File: config.mk
export PLATFORM = sky130hd
export DESIGN_NAME = arm_decode_pipe
export DESIGN_NICKNAME = d
export VERILOG_FILES = /design/src/rtl/arm_decode_pipe.sv
export SDC_FILE = /design/constraint.sdc
export NUM_CORES = 1
export LEC_CHECK = 0
export CORE_MARGIN = 5
export CORE_UTILIZATION = 40
export DETAILED_ROUTE_END_ITERATION = 8
export PLACE_DENSITY = 0.8
export SYNTH_ARGS = -nofsm -noshare
export SYNTH_HDL_FRONTEND = slang
export SYNTH_SLANG_ARGS = --single-unit
File: constraint.sdc
create_clock -name clk -period 1.4 [get_ports clk]
set_input_delay 0.28 -clock clk [delete_from_list [all_inputs] [get_ports clk]]
set_output_delay 0.28 -clock clk [all_outputs]
set_load 0.005 [all_outputs]
File: src/rtl/arm_decode_pipe.sv
// ARM-subset instruction decoder with the ID/EX and EX/MEM control pipeline registers.
// The decoder is combinational. The two register stages each have a synchronous, active-low reset and a load enable.
module arm_decode_pipe (
    input  logic        clk,
    input  logic        reset,
    input  logic        enable_id_ex,
    input  logic        enable_ex_mem,
    input  logic        nop_sel,
    input  logic [31:0] instruction,
    input  logic [31:0] id_pc,
    output logic [3:0]  ID_ALU_op,
    output logic [1:0]  ID_SHIFT_am,
    output logic        ID_load_instr,
    output logic        ID_RF_enable,
    output logic        ID_DM_size,
    output logic        ID_DM_rfw,
    output logic        ID_DM_enable,
    output logic        ID_DP_instr,
    output logic        ID_B_instr,
    output logic        ID_BL_instr,
    output logic [3:0]  EX_ALU_op,
    output logic [1:0]  EX_SHIFT_am,
    output logic        EX_load_instr,
    output logic        EX_RF_enable,
    output logic        EX_DM_size,
    output logic        EX_DM_rfw,
    output logic        EX_DM_enable,
    output logic        EX_DP_instr,
    output logic [31:0] ex_pc,
    output logic        MEM_load_instr,
    output logic        MEM_RF_enable,
    output logic        MEM_DM_size,
    output logic        MEM_DM_rfw,
    output logic        MEM_DM_enable,
    output logic [31:0] mem_pc
);

    logic [2:0] instr_class;
    logic [3:0] opcode;

    assign instr_class = instruction[27:25];
    assign opcode      = instruction[24:21];

    always_comb begin
        ID_ALU_op     = 4'b0000;
        ID_SHIFT_am   = 2'b00;
        ID_load_instr = 1'b0;
        ID_RF_enable  = 1'b0;
        ID_DM_size    = 1'b0;
        ID_DM_rfw     = 1'b0;
        ID_DM_enable  = 1'b0;
        ID_DP_instr   = 1'b0;
        ID_B_instr    = 1'b0;
        ID_BL_instr   = 1'b0;
        if (instruction != 32'h0000_0000) begin
            case (instr_class)
                3'b000, 3'b001: begin
                    // Class 000 with [7:4]=1001 is multiply/swap space, which is not supported.
                    if (!(instr_class == 3'b000 && instruction[7:4] == 4'b1001)) begin
                        ID_DP_instr  = 1'b1;
                        ID_ALU_op    = opcode;
                        ID_SHIFT_am  = (instr_class == 3'b000) ? 2'b01 : 2'b00;
                        // TST/TEQ/CMP/CMN only set flags and write no register.
                        ID_RF_enable = (opcode[3:2] != 2'b10);
                    end
                end
                3'b010, 3'b011: begin
                    ID_DM_enable  = 1'b1;
                    ID_ALU_op     = instruction[23] ? 4'b0100 : 4'b0010;
                    ID_SHIFT_am   = (instr_class == 3'b010) ? 2'b10 : 2'b11;
                    ID_DM_size    = instruction[22];
                    ID_load_instr = instruction[20];
                    ID_RF_enable  = instruction[20];
                    ID_DM_rfw     = ~instruction[20];
                end
                3'b101: begin
                    ID_B_instr   = 1'b1;
                    ID_BL_instr  = instruction[24];
                    ID_RF_enable = instruction[24];
                    ID_ALU_op    = 4'b0100;
                end
                default: begin
                end
            endcase
        end
    end

    // Bubble mux: the ID outputs are left intact, and only the copy headed into ID/EX is squashed.
    logic [3:0] mux_alu_op;
    logic [1:0] mux_shift_am;
    logic       mux_load, mux_rf_en, mux_dm_size, mux_dm_rfw, mux_dm_en, mux_dp;

    always_comb begin
        mux_alu_op   = ID_ALU_op;
        mux_shift_am = ID_SHIFT_am;
        mux_load     = ID_load_instr;
        mux_rf_en    = ID_RF_enable;
        mux_dm_size  = ID_DM_size;
        mux_dm_rfw   = ID_DM_rfw;
        mux_dm_en    = ID_DM_enable;
        mux_dp       = ID_DP_instr;
        if (nop_sel) begin
            mux_alu_op   = 4'b0000;
            mux_shift_am = 2'b00;
            mux_load     = 1'b0;
            mux_rf_en    = 1'b0;
            mux_dm_size  = 1'b0;
            mux_dm_rfw   = 1'b0;
            mux_dm_en    = 1'b0;
            mux_dp       = 1'b0;
        end
    end

    always_ff @(posedge clk) begin
        if (!reset) begin
            EX_ALU_op     <= 4'b0000;
            EX_SHIFT_am   <= 2'b00;
            EX_load_instr <= 1'b0;
            EX_RF_enable  <= 1'b0;
            EX_DM_size    <= 1'b0;
            EX_DM_rfw     <= 1'b0;
            EX_DM_enable  <= 1'b0;
            EX_DP_instr   <= 1'b0;
            ex_pc         <= 32'h0000_0000;
        end else if (enable_id_ex) begin
            EX_ALU_op     <= mux_alu_op;
            EX_SHIFT_am   <= mux_shift_am;
            EX_load_instr <= mux_load;
            EX_RF_enable  <= mux_rf_en;
            EX_DM_size    <= mux_dm_size;
            EX_DM_rfw     <= mux_dm_rfw;
            EX_DM_enable  <= mux_dm_en;
            EX_DP_instr   <= mux_dp;
            ex_pc         <= id_pc;
        end
    end

    always_ff @(posedge clk) begin
        if (!reset) begin
            MEM_load_instr <= 1'b0;
            MEM_RF_enable  <= 1'b0;
            MEM_DM_size    <= 1'b0;
            MEM_DM_rfw     <= 1'b0;
            MEM_DM_enable  <= 1'b0;
            mem_pc         <= 32'h0000_0000;
        end else if (enable_ex_mem) begin
            MEM_load_instr <= EX_load_instr;
            MEM_RF_enable  <= EX_RF_enable;
            MEM_DM_size    <= EX_DM_size;
            MEM_DM_rfw     <= EX_DM_rfw;
            MEM_DM_enable  <= EX_DM_enable;
            mem_pc         <= ex_pc;
        end
    end

endmodule

==> key figures <==
Final layout
  • Layout net count: 583
  • Most frequent cells in the layout: 85 x dlygate4sd2_1, 80 x nor2b_1, 69 x mux2i_1
  • Register area: 0.00168 mm^2
  • Multi-input gate area: 0.00166 mm^2
  • Commonest non-fill, non-tap cell in the layout: dlygate4sd2_1
  • # diodes: 0
  • Layout fillers: 681
  • P&R area growth vs syn: 64.9%
  • Layout cell share with drive strength beyond 1: 0.306
  • Post-route cell area: 0.00547 mm^2

Power and ir drop
  • Pwr/cell area: 937 mW/mm^2
  • VDD IR max: 0.683 mV
  • Logic pwr share: 0.158
  • Sequential power share: 0.481
  • Sw Ratio: 0.236
  • P_int: 3.91 mW
  • Power Total: 5.13 mW
  • Sw Pwr: 1.21 mW
  • Leakage: 2.69 nW
  • Clk pwr share: 0.360

Logic synthesis
  • Cell Area, Synth: 0.00332 mm^2
  • Main combinational cell family by area after synthesis: simple AND/OR/NAND/NOR gates
  • Synth area leaders: dfxtp_1 49%, mux2i_1 21%, nor2b_1 15%
  • Distinct cells, synth: 32
  • Compound-cell area share of the yosys netlist: 0.0426
  • Multiplexer share of the synthesized area: 0.208
  • Yosys reg bits: 81
  • Share of the synthesized area in the top cell type: 0.489
  • Yosys top cell by area: dfxtp_1
  • Register area share after synthesis: 0.489
  • Post-synthesis adder-cell area fraction: 0
  • Ys Warns: 0
  • Post-synth net total: 386
  • Post-synthesis xor/xnor area fraction: 0
  • Synth Area per Inst: 10.5 um^2
  • Synthesized instance count: 317
  • Simple-gate share of the synthesized area: 0.224

Global route
  • Pin count of the biggest net entering global routing: 42
  • Total track usage: 0.175
  • First-pass GRT wire length: 14400 um
  • Grt ovf: 0
  • Vias in the first global route: 2974
  • Antenna violations before repair: 0

Clock tree
  • CTS tree: built
  • Total number of H-tree levels: 3
  • Clk_lat worst skew: 340 ps
  • Inserted Clock Buffers: 9
  • Root Driver: clkbuf_8
  • Worst-case clock buffer depth: 2
  • Clk sink count: 81
  • Clock slew at reported path FFs: 80 ps

Run status
  • Failing checks: setup timing
  • Status: finished, violations left

Die
  • Core box area: 0.00813 mm^2
  • # rows: 33
  • Die width: 101 um
  • Die ar.: 0.0102 mm^2
  • Initial Util: 0.408
  • DIE HEIGHT: 101 um
  • Ports: 164

Timing
  • Fin Clk Skew: 11.7 ps
  • Tightest Pin Transition: 439 ps
  • Setup ws final: -308 ps
  • Final worst-path cycle share: 1.22
  • Worst hold margin: 265 ps
  • Fin. Hold Viols: 0
  • RSZ-0062 raised after global routing: true
  • Relative slew slack: 0.707
  • Final setup viols: 7
  • Final Max Tran Viols: 0
  • Tmin final: 1710 ps
  • F_max: 586 MHz

Worst hold path
  • Hold WC Path Type: input pin to register

Setup path
  • Worst endpoint required time: 1120 ps
  • Critical Path End Type: output pin
  • Element type at the critical path start: input pin
  • R2r setup slk: 610 ps
  • Critical path type: input pin to output pin
  • Highest fanout seen on the critical path: 4
  • Crit path arrival time: 1430 ps

Run
  • MaxCap Viol Count: 0

Placement
  • I/O Buffers: 163
  • Area after detailed placement: 0.00521 mm^2
  • Dpl hpwl: 6730 um
  • GPL Wtd Cong: 0.821

Routing
  • Post-DR vias/cell: 4.67
  • DRT iter0 DRCs: 38
  • Wirelength per Cell: 14.8 um
  • Wirelength, routed: 9260 um
  • Vias: 2917
  • DRC errors left: 0
  • Final antenna-violating net count: 0
  • Pre-Repair DR Iteration Count: 4
[final cells by class]
cell class,instances,area share
Multi-Input combinational cell,209,0.304
Inverter,8,0.00549
Sequential cell,81,0.306
Timing Repair Buffer,205,0.320
Clock buffer,10,0.0233
Tap cell,105,0.0240
Clock inverter,6,0.0165
[per-layer routing]
metal	vias up	part of all wire	track usage
met2	90	0.50	0.304
met4	0	0.0030	0.0368
met3	4	0.072	0.0554
met1	1356	0.42	0.212
met5	-	0	0
li1	1467	-	-
[registers in the layout, summed over array words and instances, names as in the netlist]
register / count
ex_pc: 32
mem_pc: 32
EX_ALU_op: 4
EX_SHIFT_am: 2
EX_DM_enable: 1
EX_DM_rfw: 1
EX_DM_size: 1
EX_DP_instr: 1
EX_RF_enable: 1
EX_load_instr: 1
MEM_DM_enable: 1
MEM_DM_rfw: 1
MEM_DM_size: 1
MEM_RF_enable: 1
MEM_load_instr: 1
[timing repair]
item / CTS / global route
setup endpoints to repair: 103 / 9
hold buffers: 0 / 0
gates cloned: 0 / 1
resized for setup: 272 / 36
hold endpoints to repair: 0 / 0
buffers inserted: 13 / 0
pin swaps: 17 / 14
[cell usage after synthesis (all sizes together)]
| master | instances |
|---|---|
| o211ai | 1 |
| nor3 | 2 |
| buf | 10 |
| nor2b | 81 |
| nand4 | 2 |
| a21boi | 1 |
| nor2 | 8 |
| nand2 | 9 |
| dfxtp | 81 |
| nor4 | 8 |
| and2b | 1 |
| nand3b | 1 |
| a21o | 1 |
| o31ai | 3 |
| o21a | 2 |
| clkbuf | 9 |
| inv | 8 |
| nand4b | 1 |
| a221oi | 1 |
| mux2i | 69 |
| o41ai | 1 |
| nand2b | 4 |
| a32o | 1 |
| a31oi | 1 |
| and4bb | 1 |
| and2 | 3 |
| o22ai | 1 |
| o21ai | 1 |
| a21oi | 5 |
[worst max-delay path, stage by stage]
cell and delay [ps]:
buf_6 100, nor4_4 280, nand4_1 170, o211ai_2 290
buf_4 160, nor2_2 20, buf_2 120
[final timing paths]
path	from	end	cells after the start
max	instruction[17]	ID_ALU_op[3]	7
min	reset	EX_ALU_op[1]$_SDFFE_PN0P_	2
max reg2reg	ex_pc[20]$_SDFFE_PN0P_	mem_pc[20]$_SDFFE_PN0P_	3
min reg2reg	EX_DP_instr$_SDFFE_PN0P_	EX_DP_instr$_SDFFE_PN0P_	2
[power by group through the flow]
stage	clock [mW]	sequential (mW)	combinational, mW
6_report	1.85	2.47	0.812
5_1_grt	1.99	2.48	0.881
4_1_cts	1.90	2.47	0.818
3_5_place_dp	0	2.52	0.858
3_3_place_gp	0	2.51	0.844
2_1_floorplan	0	2.51	0.308
[logic make-up after synthesis]
family / Yosys count
simple gates: 121
buf+inv: 27
flops: 81
mux: 69
compound gates: 19
[metrics by stage]
step / std cells / TNS, ps / setup WS, ps / utilization
6_report: 624 / -1160 / -308 / 0.673
5_1_grt: 624 / -1680 / -388 / 0.673
3_5_place_dp: 594 / -15070 / -887 / 0.640
3_3_place_gp: 594 / -14630 / -856 / 0.640
4_1_cts: 623 / -1550 / -370 / 0.676
2_1_floorplan: 317 / 0 / 43.9 / -
No activity file was read; power rests on OpenSTA's default activity.
